**src/rtl/bpsk_pkg.sv**
```systemverilog
// Shared constants and state encoding for the BPSK demapper / word packer.
package bpsk_pkg;
    localparam int WORD_BITS      = 128;
    localparam int SAMPLE_W       = 11;
    localparam int THRESH_DEFAULT = 64;
    localparam int CNT_W          = 8;

    typedef enum logic {
        EMPTY = 1'b0,
        FULL  = 1'b1
    } state_t;
endpackage

```
**src/rtl/bpsk_slicer.sv**
```systemverilog
// Combinational BPSK hard decision plus low-confidence flag from the in-phase sample.
module bpsk_slicer
    import bpsk_pkg::*;
#(
    parameter int THRESH = THRESH_DEFAULT
) (
    input  logic signed [SAMPLE_W-1:0] xr_i,
    output logic                       bit_o,
    output logic                       lowconf_o
);

    logic [SAMPLE_W-1:0] mag;

    // The most negative code has no positive twin, so it saturates to the largest magnitude.
    always_comb begin
        bit_o = xr_i[SAMPLE_W-1];
        if (xr_i == {1'b1, {(SAMPLE_W-1){1'b0}}}) begin
            mag = {1'b0, {(SAMPLE_W-1){1'b1}}};
        end else if (xr_i[SAMPLE_W-1]) begin
            mag = -xr_i;
        end else begin
            mag = xr_i;
        end
        lowconf_o = (32'(mag) < THRESH);
    end

endmodule

```
**src/rtl/bpsk_demap_pack.sv**
```systemverilog
// Packs BPSK hard decisions into 128-bit words with a low-confidence count and a one-deep output hold.
module bpsk_demap_pack #(
    parameter int THRESH    = bpsk_pkg::THRESH_DEFAULT,
    parameter int WORD_BITS = bpsk_pkg::WORD_BITS
) (
    input  logic                                 CLK,
    input  logic                                 RST,
    input  logic                                 ce,
    input  logic                                 valid_i,
    input  logic signed [bpsk_pkg::SAMPLE_W-1:0] xr,
    input  logic signed [bpsk_pkg::SAMPLE_W-1:0] xi,
    output logic [WORD_BITS-1:0]                 data_o,
    output logic                                 valid_o,
    input  logic                                 ack_i,
    output logic [bpsk_pkg::CNT_W-1:0]           lowconf_o,
    output logic                                 overflow_o,
    output logic [bpsk_pkg::CNT_W-1:0]           bitcnt_o
);
    import bpsk_pkg::*;

    localparam int IDX_W = $clog2(WORD_BITS);

    logic                 accept;
    logic                 sampleBit;
    logic                 sampleLow;
    logic                 wordDone;
    logic [WORD_BITS-1:0] wordData;
    logic [CNT_W-1:0]     wordLow;

    logic [WORD_BITS-1:0] shiftQ, shiftD;
    logic [CNT_W-1:0]     bitcntQ, bitcntD;
    logic [CNT_W-1:0]     partialLowQ, partialLowD;

    state_t               stateQ;
    logic [WORD_BITS-1:0] dataQ;
    logic [CNT_W-1:0]     lowconfQ;
    logic                 overflowQ;

    logic                 unusedXi;
    assign unusedXi = ^xi;

    bpsk_slicer #(
        .THRESH   (THRESH)
    ) uSlicer (
        .xr_i     (xr),
        .bit_o    (sampleBit),
        .lowconf_o(sampleLow)
    );

    assign accept = ce & valid_i;

    // wordData/wordLow always include the current sample so the completing word can load directly.
    always_comb begin
        shiftD      = shiftQ;
        bitcntD     = bitcntQ;
        partialLowD = partialLowQ;
        wordDone    = 1'b0;
        wordData    = shiftQ;
        wordData[bitcntQ[IDX_W-1:0]] = sampleBit;
        wordLow     = partialLowQ + {{(CNT_W-1){1'b0}}, sampleLow};
        if (accept) begin
            if (bitcntQ == CNT_W'(WORD_BITS - 1)) begin
                wordDone    = 1'b1;
                shiftD      = '0;
                bitcntD     = '0;
                partialLowD = '0;
            end else begin
                shiftD      = wordData;
                bitcntD     = bitcntQ + 1'b1;
                partialLowD = wordLow;
            end
        end
    end

    always_ff @(posedge CLK) begin
        if (!RST) begin
            shiftQ      <= '0;
            bitcntQ     <= '0;
            partialLowQ <= '0;
        end else begin
            shiftQ      <= shiftD;
            bitcntQ     <= bitcntD;
            partialLowQ <= partialLowD;
        end
    end

    // Output hold: a word completing while the previous one is still unacknowledged is dropped.
    always_ff @(posedge CLK) begin
        if (!RST) begin
            stateQ    <= EMPTY;
            dataQ     <= '0;
            lowconfQ  <= '0;
            overflowQ <= 1'b0;
        end else begin
            case (stateQ)
                EMPTY: begin
                    if (wordDone) begin
                        dataQ    <= wordData;
                        lowconfQ <= wordLow;
                        stateQ   <= FULL;
                    end
                end
                FULL: begin
                    if (wordDone && ack_i) begin
                        dataQ    <= wordData;
                        lowconfQ <= wordLow;
                    end else if (wordDone) begin
                        overflowQ <= 1'b1;
                    end else if (ack_i) begin
                        stateQ <= EMPTY;
                    end
                end
                default: stateQ <= EMPTY;
            endcase
        end
    end

    assign data_o     = dataQ;
    assign valid_o    = (stateQ == FULL);
    assign lowconf_o  = lowconfQ;
    assign overflow_o = overflowQ;
    assign bitcnt_o   = bitcntQ;

endmodule

```
**config.mk**
```make
export PLATFORM = sky130hd
export DESIGN_NAME = bpsk_demap_pack
export DESIGN_NICKNAME = d
export VERILOG_FILES = /design/src/rtl/bpsk_pkg.sv /design/src/rtl/bpsk_slicer.sv /design/src/rtl/bpsk_demap_pack.sv
export SDC_FILE = /design/constraint.sdc
export NUM_CORES = 1
export LEC_CHECK = 0
export CAP_MARGIN = 20
export CORE_UTILIZATION = 49
export DETAILED_ROUTE_END_ITERATION = 6
export PLACE_DENSITY = 0.82
export REMOVE_ABC_BUFFERS = 1
export SLEW_MARGIN = 10
export SYNTH_ARGS = -nofsm -noshare
export SYNTH_HDL_FRONTEND = slang
export SYNTH_SLANG_ARGS = --single-unit
```
**constraint.sdc**
```tcl
create_clock -name CLK -period 2 [get_ports CLK]
set_clock_uncertainty 0.05 [all_clocks]
set_input_delay 0.4 -clock CLK [delete_from_list [all_inputs] [get_ports CLK]]
set_output_delay 0.4 -clock CLK [all_outputs]
set_load 0.005 [all_outputs]
```
==> results.txt <==
- The worst pin sits at a relative slew slack of 0.5489.
* Clock tree from TritonCTS: yes
* Effective utilization at floorplan: 0.5007
* Async S/R FF share, synth: 0
- Total standard cell area after synthesis: 11370 µm²
- For this block, the initial DRC count from the detailed router was 589.
- Summed over all instances, the cell type with the most area after synthesis is dfxtp_1.
- Multi-input combinational cell area: 5343 µm²
* Setup total negative slack: 0 ps
- Final count of hold timing violations: 0
- Synthesis inferred 282 register bits.
- Across every metal layer, demand over resource in global routing totals 0.2414.
- Total inserted antenna cells: 0
- Leak Pwr: 5.725 nW
* Placeable Area: 22710 µm²
- The first global-routing pass estimated 47390 µm of wire.
* Most instantiated library cell after synthesis: dfxtp_1
- In this run the count of I/O pins placed on the die edge is 173.
- Synth unique cells: 46
- Residual DRC count: 0
- The count of final max-slew check failures was 0.
* Synthesized instance count: 1298
- Fraction of layout cells with a size suffix above 1: 0.1110
* Number of buffers added on ports: 161
* List of most frequent post-synthesis cells: dfxtp_1, o21ai_0, nand2_1
- RSZ-0062 raised after global routing: yes
* Reg-to-reg critical path endpoint: shiftQ[8]
- Beginning of the worst register-to-register path: bitcnt_o[0]
* Fill cell total of the finished layout: 1813
- Category of the worst setup path capture point: register
- Worst Hold Launch: RST
- The worst setup path is launched from an input pin.
- Cell Rows: 55
- Each instance of the synthesized netlist takes up on average 8.760 µm².
- Sinks on Clock Net: 282
- Measured on the finished design, the core utilization comes to 0.6475.
- H-tree depth: 1
* Total of max-cap violations: 0
* Total clock buffers created by CTS: 28
- For the worst flop-to-flop path, the logic depth is 8.
* Via count of the first global-routing pass: 9339
- After synthesis, the cell types taking the most area are dfxtp_1, mux2i_1, o21ai_0.
- In this run the power density over the cells is 761.1 nW/µm².
- Flip-flop and latch area: 5663 µm²
* Die outline area: 23820 µm²
* Proportion of netlist area held by the largest area contributor: 0.4965
* Detail-routed net length per standard cell: 16.92 µm
- After detailed routing, the total wire length is 29680 µm.
* Critical path launch point: xr[0]
* Estimated wirelength of the detail-placed design: 18190 µm
* Highest clock frequency the design can meet: 506.1 MHz
* Final period utilization: 0.9879
- Result of the run: complete, no violations
- Setup violations remaining at the end of the flow were counted as 0.
* Weighted congestion at the end of routability-driven global placement: 0.7794
- # nets final: 1482
- The share of the Yosys chip area taken by registers is 0.4965.
- At the pin with the least slew margin, the transition time is 676.7 ps.
* Routed vias/inst: 5.612
- Prevailing post-synth register cell: dfxtp_1
* Vias post-DR: 9844
* Type of the most critical hold path: input pin to register
- Clock-pin slew was measured on the worst setup and hold paths at 60 ps.
* Final ANT Viol Nets: 0
- Maximum count of clock buffers along a single path: 3
- Yosys mapped a number of flops with a built-in enable equal to 0.
- Antenna violations before repair: 0
- Entering global routing, the biggest net connects 129 pins.
- Summing internal, switching and leakage power gives 11.19 mW.
* Clk Latency, worst-skew pair: 540 ps
- In this run the horizontal extent of the chip is 154.3 µm.
- Area Overhead vs Synth: 29.32%
- First-pass DRT Iterations: 5
* Arrival time at the worst endpoint: 2400 ps
- IR analysis of the VDD net gives a maximum drop of 0.0006469 V.
* Register-to-register path setup slack: 30 ps
- Crit path kind: input pin to register
- Crit path time final: 1976 ps
* Count of yosys warnings during synthesis: 0
- Residual overflow from global routing: 0
- Required time at the worst-slack endpoint: 2430 ps
- Worst setup path endpoint: partialLowQ[2]
- Measured along the y axis, the die boundary spans 154.3 µm.
- CTS Root Buffer Type: clkbuf_16
- Crit Path Max Fanout: 3
metrics by stage:
step | cell area [µm²] | worst slack, ps | hold WS (ps) | cells
6_report | 14710 | 24.29 | 175.1 | 1754
5_1_grt | 14710 | -30.53 | 185.5 | 1754
4_1_cts | 14560 | 6.223 | 157.5 | 1752
3_5_place_dp | 13530 | -728.7 | 391.4 | 1698
3_3_place_gp | 13530 | -653.6 | 382.5 | 1698
2_1_floorplan | 10820 | -4876 | 374.4 | 1183
layer usage:
| layer | wire length, µm | share of wire | GRT usage | vias to the layer above |
|---|---|---|---|---|
| li1 | - | - | - | 4779 |
| met1 | 12910 | 0.43 | 0.3150 | 4723 |
| met2 | 14380 | 0.48 | 0.4095 | 291 |
| met3 | 1668 | 0.056 | 0.03670 | 51 |
| met4 | 723 | 0.024 | 0.07826 | 0 |
| met5 | 0 | 0 | 0 | - |
sequential cells by signal, summed over array words and instances, names as in the netlist:
register	flops
bitcnt_o	8
data_o	128
lowconf_o	8
overflow_o	1
partialLowQ	8
shiftQ	128
valid_o	1
area by class of cell:
type / count / share of cell area
Sequential cell: 282 / 0.3851
Timing Repair Buffer: 239 / 0.1653
Clock buffer: 38 / 0.05292
Multi-Input combinational cell: 901 / 0.3633
Tap cell: 285 / 0.02425
Clock inverter: 9 / 0.009104
critical path: stages:
cell,delay (ps)
dlygate4sd2_1,230
or4_1,550
nor3_2,200
o22ai_4,110
ha_4,180
ha_4,150
buf_4,130
nand2b_1,150
a21oi_1,190
a21o_1,120
power by group:
group | total (mW) | leakage [nW] | internal, mW | switching [mW]
logic | 0.355 | 3.00 | 0.113 | 0.242
clock network | 5.22 | 0.446 | 3.09 | 2.13
registers | 5.62 | 2.27 | 5.62 | 0.00369
worst min-delay path by stage:
stage                       end  slack [ps]  depth (start not counted)
floorplan           shiftQ[104]         370                          2
global placement    shiftQ[118]         380                          2
detailed placement   shiftQ[89]         390                          2
CTS                 bitcnt_o[6]         160                          2
global route        bitcnt_o[1]         190                          2
finish              bitcnt_o[6]         180                          2
cells by family (layout without fill, tap and decap cells):
logic type,Yosys count,count (layout),share of synthesized area
flops,282,282,0.4965
fa+ha+maj,3,3,0.003301
simple gates,347,347,0.1455
buf+inv,115,286,0.04819
xor+xnor,9,9,0.006932
compound gates,412,412,0.1852
mux,130,130,0.1144
cell usage in the layout, fill, tap and decap left out, drive strengths merged, types with 3 or more instances in the layout:
cell	Yosys	layout
and3	3	3
nor2b	6	6
nor3b	3	3
nand2	231	231
o211a	3	3
nor4	3	3
clkbuf	67	39
or3b	3	3
xnor2	5	5
bufinv	0	3
nor3	5	5
nand2b	3	3
nand4b	4	4
and3b	3	3
clkinv	0	5
mux2i	130	130
a21oi	133	133
dfxtp	282	282
nand4	3	3
ha	3	3
nor4bb	6	6
clkdlybuf4s50	0	150
dlygate4sd2	0	7
and2	4	4
o21ai	266	266
xor2	4	4
nor2	49	49
buf	48	79
nor4b	4	4
nand3b	5	5
nand3	8	8
timing repair:
item / in CTS / in global routing
setup buffers: 7 / 1
endpoints found under the setup margin: 13 / 178
gates cloned: 0 / 1
pin swaps: 5 / 4
gates resized for setup: 27 / 28
hold buffers: 0 / 0
No activity file was read; power rests on OpenSTA's default activity.
